[src/rtl/mouse_packet_encoder.sv]
// mouse_packet_encoder: turns one button/delta report into a timed 3-byte PS/2-style packet
// (header, X, Y), each byte held for BYTE_GAP cycles with a STROBE_LEN-cycle mouseReady strobe.
module mouse_packet_encoder #(
    parameter int STROBE_LEN = 4,
    parameter int BYTE_GAP   = 16
) (
    input  logic       clk,
    input  logic       rst,
    input  logic       reqValid,
    output logic       reqReady,
    input  logic [9:0] reqDx,
    input  logic [9:0] reqDy,
    input  logic [2:0] reqButtons,
    output logic [7:0] mouseData,
    output logic       mouseReady,
    output logic       packetDone,
    output logic       busy
);
    typedef enum logic [1:0] {IDLE, HDR, XB, YB} state_t;
    state_t      state, state_nxt;
    logic [15:0] cnt;
    logic [7:0]  x_q, y_q, data_nxt;
    logic [9:0]  xs, ys;
    logic        slot_end;

    // {overflow, 9-bit two's complement value} clamped to -256..255
    function automatic logic [9:0] sat(input logic [9:0] d);
        return $signed(d) > 10'sd255 ? {1'b1, 9'h0FF} :
               $signed(d) < -10'sd256 ? {1'b1, 9'h100} : {1'b0, d[8:0]};
    endfunction

    assign xs         = sat(reqDx);
    assign ys         = sat(reqDy);
    assign slot_end   = cnt == 16'(BYTE_GAP - 1);
    assign reqReady   = state == IDLE;
    assign busy       = ~reqReady;
    assign mouseReady = state != IDLE && cnt < 16'(STROBE_LEN);

    always_comb begin
        state_nxt = state == IDLE ? (reqValid ? HDR : IDLE) :
                    !slot_end ? state :
                    state == YB ? IDLE : state_t'(state + 2'd1);
        data_nxt  = state == IDLE && reqValid ? {ys[9], xs[9], ys[8], xs[8], 1'b1, reqButtons} :
                    slot_end && state == HDR ? x_q :
                    slot_end && state == XB ? y_q : mouseData;
    end

    always_ff @(posedge clk or posedge rst) begin
        if (rst) begin
            state      <= IDLE;
            cnt        <= '0;
            x_q        <= '0;
            y_q        <= '0;
            mouseData  <= '0;
            packetDone <= 1'b0;
        end else begin
            state      <= state_nxt;
            cnt        <= (state_nxt != state || state == IDLE) ? '0 : cnt + 16'd1;
            packetDone <= state == YB && slot_end;
            mouseData  <= data_nxt;
            if (state == IDLE && reqValid) begin
                x_q <= xs[7:0];
                y_q <= ys[7:0];
            end
        end
    end
endmodule
[config.mk]
export PLATFORM = sky130hd
export DESIGN_NAME = mouse_packet_encoder
export DESIGN_NICKNAME = d
export VERILOG_FILES = /design/src/rtl/mouse_packet_encoder.sv
export SDC_FILE = /design/constraint.sdc
export NUM_CORES = 1
export LEC_CHECK = 0
export CAP_MARGIN = 10
export CORE_ASPECT_RATIO = 1.5
export CORE_MARGIN = 1.5
export CORE_UTILIZATION = 35
export CTS_CLUSTER_SIZE = 10
export DETAILED_ROUTE_END_ITERATION = 8
export GPL_ROUTABILITY_DRIVEN = 0
export GPL_TIMING_DRIVEN = 0
export SYNTH_ARGS = -nofsm -noshare
export SYNTH_HDL_FRONTEND = slang
export SYNTH_SLANG_ARGS = --single-unit
[constraint.sdc]
create_clock -name clk -period 3.12 [get_ports clk]
set_clock_uncertainty 0.1 [all_clocks]
set_input_delay 0.312 -clock clk [delete_from_list [all_inputs] [get_ports clk]]
set_output_delay 0.312 -clock clk [all_outputs]
set_load 0.02 [all_outputs]
After elaboration in Yosys (flattened, before gate mapping)
Cells that the tools add are included.
{"block": "word_totals", "in_bits": 26, "word_cells": 40, "output_inout_bits": 12, "regBits": 43}
{"block": "op_classes", "muxes": 12, "reduce_logical": 9, "bitwise_logic": 1, "eq_ne": 5, "order_cmp": 5, "n_addsub": 2}
{"operator": "10-bit 2-to-1 mux", "n": 4}
{"operator": "8-bit 2-to-1 mux", "n": 3}
{"operator": "10-bit by 9-bit greater-than comparator with 1-bit output (second input constant)", "n": 2}
{"operator": "10-bit by 9-bit less-than comparator with 1-bit output (second input constant)", "n": 2}
{"operator": "16-bit by 1-bit adder with 16-bit output (second input constant)", "n": 1}
{"operator": "16-bit by 4-bit == test with 1-bit output (second input constant)", "n": 1}
{"operator": "16-bit by 3-bit less-than comparator with 1-bit output (second input constant)", "n": 1}
{"operator": "16-bit 2-to-1 mux", "n": 1}
{"operator": "2-bit 2-to-1 mux", "n": 3}
{"operator": "1-bit logical AND", "n": 5}
{"operator": "2-bit == test (second input constant)", "n": 2}
{"operator": "3-bit nonzero test", "n": 1}
{"operator": "2-bit by 1-bit adder with 2-bit output (second input constant)", "n": 1}
{"operator": "2-bit by 1-bit == test with 1-bit output (second input constant)", "n": 1}
{"operator": "2-bit zero test", "n": 1}
{"operator": "2-bit != test", "n": 1}
{"operator": "2-bit nonzero test", "n": 1}
{"operator": "1-bit logical OR", "n": 1}
{"operator": "1-bit 2-to-1 mux", "n": 1}
{"operator": "1-bit inverter", "n": 1}

Logic depth before layout (Yosys ltp)
{"block": "logic_depth", "ltp_word": 7, "mapped_depth": 8, "depth_no_buf": 6}

Least setup slack after synthesis
Ideal clock, no wire load.
{"block": "synth_path", "path_kind": "flip-flop to flip-flop", "start": "register cnt[7]", "end": "register mouseData[0]", "stages_incl_launch_ff": 7, "setup_time_ns": 0.125, "slack_ns": 0.654, "arrival_time_ns": 2.242, "n_path_buf": 2, "cell_sequence": "dfrtp_1 or4_1 buf_2 or4_4 buf_6 o21ai_4 mux2_2"}
{"block": "synth_via", "elab_chain_cells": 4, "word_cells_on_any_way": 6, "classes_between": "eq/ne (1); mux (2); reduce/logical (3)"}
{"element": "start, declared", "line": "21", "rtl": "logic [15:0] cnt;"}
{"element": "start signal, assigned", "line": "58", "rtl": "cnt <= (state_nxt != state || state == IDLE) ? '0 : cnt + 16'd1;"}
{"element": "16-bit by 4-bit == test with 1-bit output (*)", "line": "34", "rtl": "assign slot_end = cnt == 16'(BYTE_GAP - 1);"}
{"element": "1-bit logical AND", "line": "44", "rtl": "slot_end && state == HDR ? x_q :"}
{"element": "8-bit 2-to-1 mux", "line": "44"}
{"element": "8-bit 2-to-1 mux", "line": "43", "rtl": "data_nxt = state == IDLE && reqValid ? {ys[9], xs[9], ys[8], xs[8], 1'b1, reqButtons} :"}
{"element": "end signal, assigned", "line": "60", "rtl": "mouseData <= data_nxt;"}
{"element": "end, declared", "line": "14", "rtl": "output logic [7:0] mouseData,"}
Mark *: on every way between the ends. The rest lies on a longest branch, timed or not.
A chain may end at the register's enable or synchronous reset.

Worst setup path in the final report
{"block": "layout_path", "start": "register state[0]", "end": "output mouseReady"}
{"block": "layout_via", "elab_chain_cells": 2}
{"element": "start, declared", "line": "20", "rtl": "state_t state, state_nxt;"}
{"element": "start signal, assigned", "line": "57", "rtl": "state <= state_nxt;"}
{"element": "2-bit nonzero test", "line": "37", "rtl": "assign mouseReady = state != IDLE && cnt < 16'(STROBE_LEN);"}
{"element": "1-bit logical AND", "line": "37"}
{"element": "end, declared", "line": "15", "rtl": "output logic mouseReady,"}
Every way passes these cells.

==> results.json <==
{
  "outcome": "finished, final reports clean",
  "yosysMostFrequentCell": "dfrtp_1",
  "setup_viol": 0,
  "grt_max_degree": 37,
  "synth_top_cells_by_count": "dfrtp_1, nand2_1, nor2_1",
  "syn-num-nets": 285,
  "dr.pass1.iters": 4,
  "cts_sinks": 43,
  "clock-root-buffer": "clkbuf_8",
  "startpoint": "state[0]",
  "die_w_um": 69.6,
  "hpwl_um": 3930,
  "hold_class": "input pin to asynchronous set/reset pin",
  "antenna_found_initial": 0,
  "crit_arrival_ns": 2.43,
  "min_period_over_period_pct": 91.0,
  "path_class": "flop to output port",
  "syn_area_mm2": 0.00233,
  "clk_path_buf_depth": 2,
  "syn_to_final_growth_pct": 24.3,
  "crit_path_end_kind": "output port",
  "grt_use_total_pct": 15.0,
  "synth_edf_count": 0,
  "max_cap_violations": 0,
  "worstMarginPinSlew_ns": 0.970,
  "num_antenna_cells": 0,
  "core_area_mm2": 0.00649,
  "cellPowerDensity_mw_per_mm2": 376,
  "crit_required_ns": 2.71,
  "drc_errors": 0,
  "syn_area_per_cell_um2": 9.17,
  "synthFlopType": "dfrtp_1",
  "finalHoldWorstSlack_ns": 0.136,
  "max_freq_ghz": 0.352,
  "async_reset_ff_share_pct": 100,
  "start_util_pct": 35.9,
  "first_global_vias": 1777,
  "cts_hold_buf": 0,
  "relSlewSlack_pct": 34.7,
  "num_rows": 36,
  "cts_made_buffers": 5,
  "postCtsSetupBuffers": 0,
  "clk_pin_slew_worst_paths_ns": 0.08,
  "post_drt_via_cell_ratio": 5.05,
  "rsz0062_at_grt": "no",
  "grt_pass1_wl_um": 8550,
  "rr_startpoint": "cnt[7]",
  "crit_path_start_kind": "flop",
  "report.final.slew_viol_count": 0,
  "port_buffers": 37,
  "cts_tree": "built",
  "grt.overflow.total": 0,
  "synth_top_area_share_pct": 46.2,
  "power.leakage_nw": 1.21,
  "die_h_um": 103,
  "wirelength_um": 5230,
  "ctsHtreeMaxLevel": 2,
  "setup-tns-final_ns": 0,
  "hold_viol": 0,
  "wl_per_cell_um": 13.9,
  "synthTopCellsByArea": "dfrtp_1, nand2_1, o21ai_0",
  "io_pins": 38,
  "finalNetCount": 330,
  "ys_seq_elements": 43,
  "final_layout_size_suffix_gt1_share_pct": 7.67,
  "dieArea_mm2": 0.00716,
  "drtIter0Drc": 71,
  "clk-insertion-delay-late_ns": 0.29,
  "synthDistinctLibCells": 34,
  "ant_nets": 0,
  "yosys_warnings": 0,
  "seq_area_frac_synth_pct": 46.2,
  "via_count": 1899,
  "path_max_fanout": 10,
  "ctsResizeCount": 0,
  "post-route-min-period_ns": 2.84,
  "peakVddDrop_mv": 0.260,
  "yosys.area.top_type": "dfrtp_1",
  "synthCells": 254
}
[layout by cell type (no fill, tap or decap), types with 3 or more instances in the layout]
cell / netlist / final
dfrtp_1: 43 / 43
clkdlybuf4s50_1: 0 / 37
nand2_1: 35 / 35
nor2_1: 29 / 29
o21ai_0: 26 / 26
a21oi_1: 16 / 16
inv_1: 13 / 12
xnor2_1: 12 / 12
mux2i_1: 10 / 10
clkbuf_1: 7 / 9
nor4_1: 6 / 6
nor3_1: 5 / 5
mux2_2: 5 / 5
ha_1: 5 / 5
clkbuf_8: 0 / 5
or4_1: 4 / 4
nand3_1: 4 / 4
xor2_1: 4 / 4
nand4_1: 4 / 4
nor2b_1: 3 / 3
and3_1: 3 / 3
maj3_1: 3 / 3
[where the power goes]
group	switching, W	internal, W	total, W
Combinational	0.0000830	0.0000774	0.000160
Clock	0.000182	0.000157	0.000340
Sequential	0.0000121	0.000577	0.000589
[layer usage]
| layer | GRT usage (%) | part of all wire, % | vias up |
|---|---|---|---|
| met2 | 27.4 | 51 | 44 |
| met4 | 3.62 | 1.0 | 0 |
| met3 | 3.13 | 3.8 | 4 |
| li1 | - | - | 963 |
| met5 | 0 | 0 | - |
| met1 | 18.1 | 44 | 888 |
[kinds of logic (layout without fill, tap and decap cells)]
group                      count (synthesis)  after routing  synth area share, %
and+or+nand+nor                          101            101                 21.0
AOI/OAI and AO/OA                         48             48                 11.8
DFF                                       43             43                 46.2
buffers and inverters                     23             69                 4.25
xor gates and xnor gates                  16             16                 6.02
muxes                                     15             15                 6.72
adders and majority gates                  8              8                 3.98
[worst paths after layout]
check	slack, ns	endpoint	cells after the start
setup / recovery	0.28	mouseReady	6
hold / removal	0.14	cnt[11]	2
setup reg to reg	0.47	mouseData[7]	6
hold reg to reg	0.37	x_q[6]	2
max in group asynchronous	2.34	y_q[6]	3
min in group clk	0.37	x_q[6]	2
[per-stage QoR]
| stage | power (W) | utilization (%) | instances | setup WS, ns | area [um^2] |
|---|---|---|---|---|---|
| finish | 0.00109 | 44.6 | 376 | 0.280 | 2900 |
| global route | 0.00114 | 44.6 | 376 | 0.0840 | 2900 |
| CTS | 0.00110 | 44.6 | 376 | 0.239 | 2900 |
| detailed placement | 0.000762 | 43.4 | 368 | 0.476 | 2810 |
| global placement | 0.000757 | 43.1 | 367 | 0.480 | 2790 |
| floorplan | 0.000683 | - | 254 | 0.654 | 2330 |
[cell type report]
class                   count  area [um^2]
plain buffers              10         50.0
clock buffers               7         76.3
well taps                  76         95.1
clock inverters             1         5.00
inverters                  13         48.8
fillers                   648         3590
repair buffers             38          390
flip-flops and latches     43         1080
multi-input cells         188         1150
[worst max-delay path, cell delays in order (launching register included)]
cell             delay, ns
dfrtp_1               0.43
inv_1                 0.09
ha_1                  0.21
clkbuf_1              0.22
or3_1                 0.36
nor4_1                0.18
clkdlybuf4s50_1       0.65
[flip-flops by register name, indices dropped and copies added (netlist names)]
register / flops
cnt: 16
mouseData: 8
x_q: 8
y_q: 8
state: 2
packetDone: 1
No activity file was read; power rests on OpenSTA's default activity.
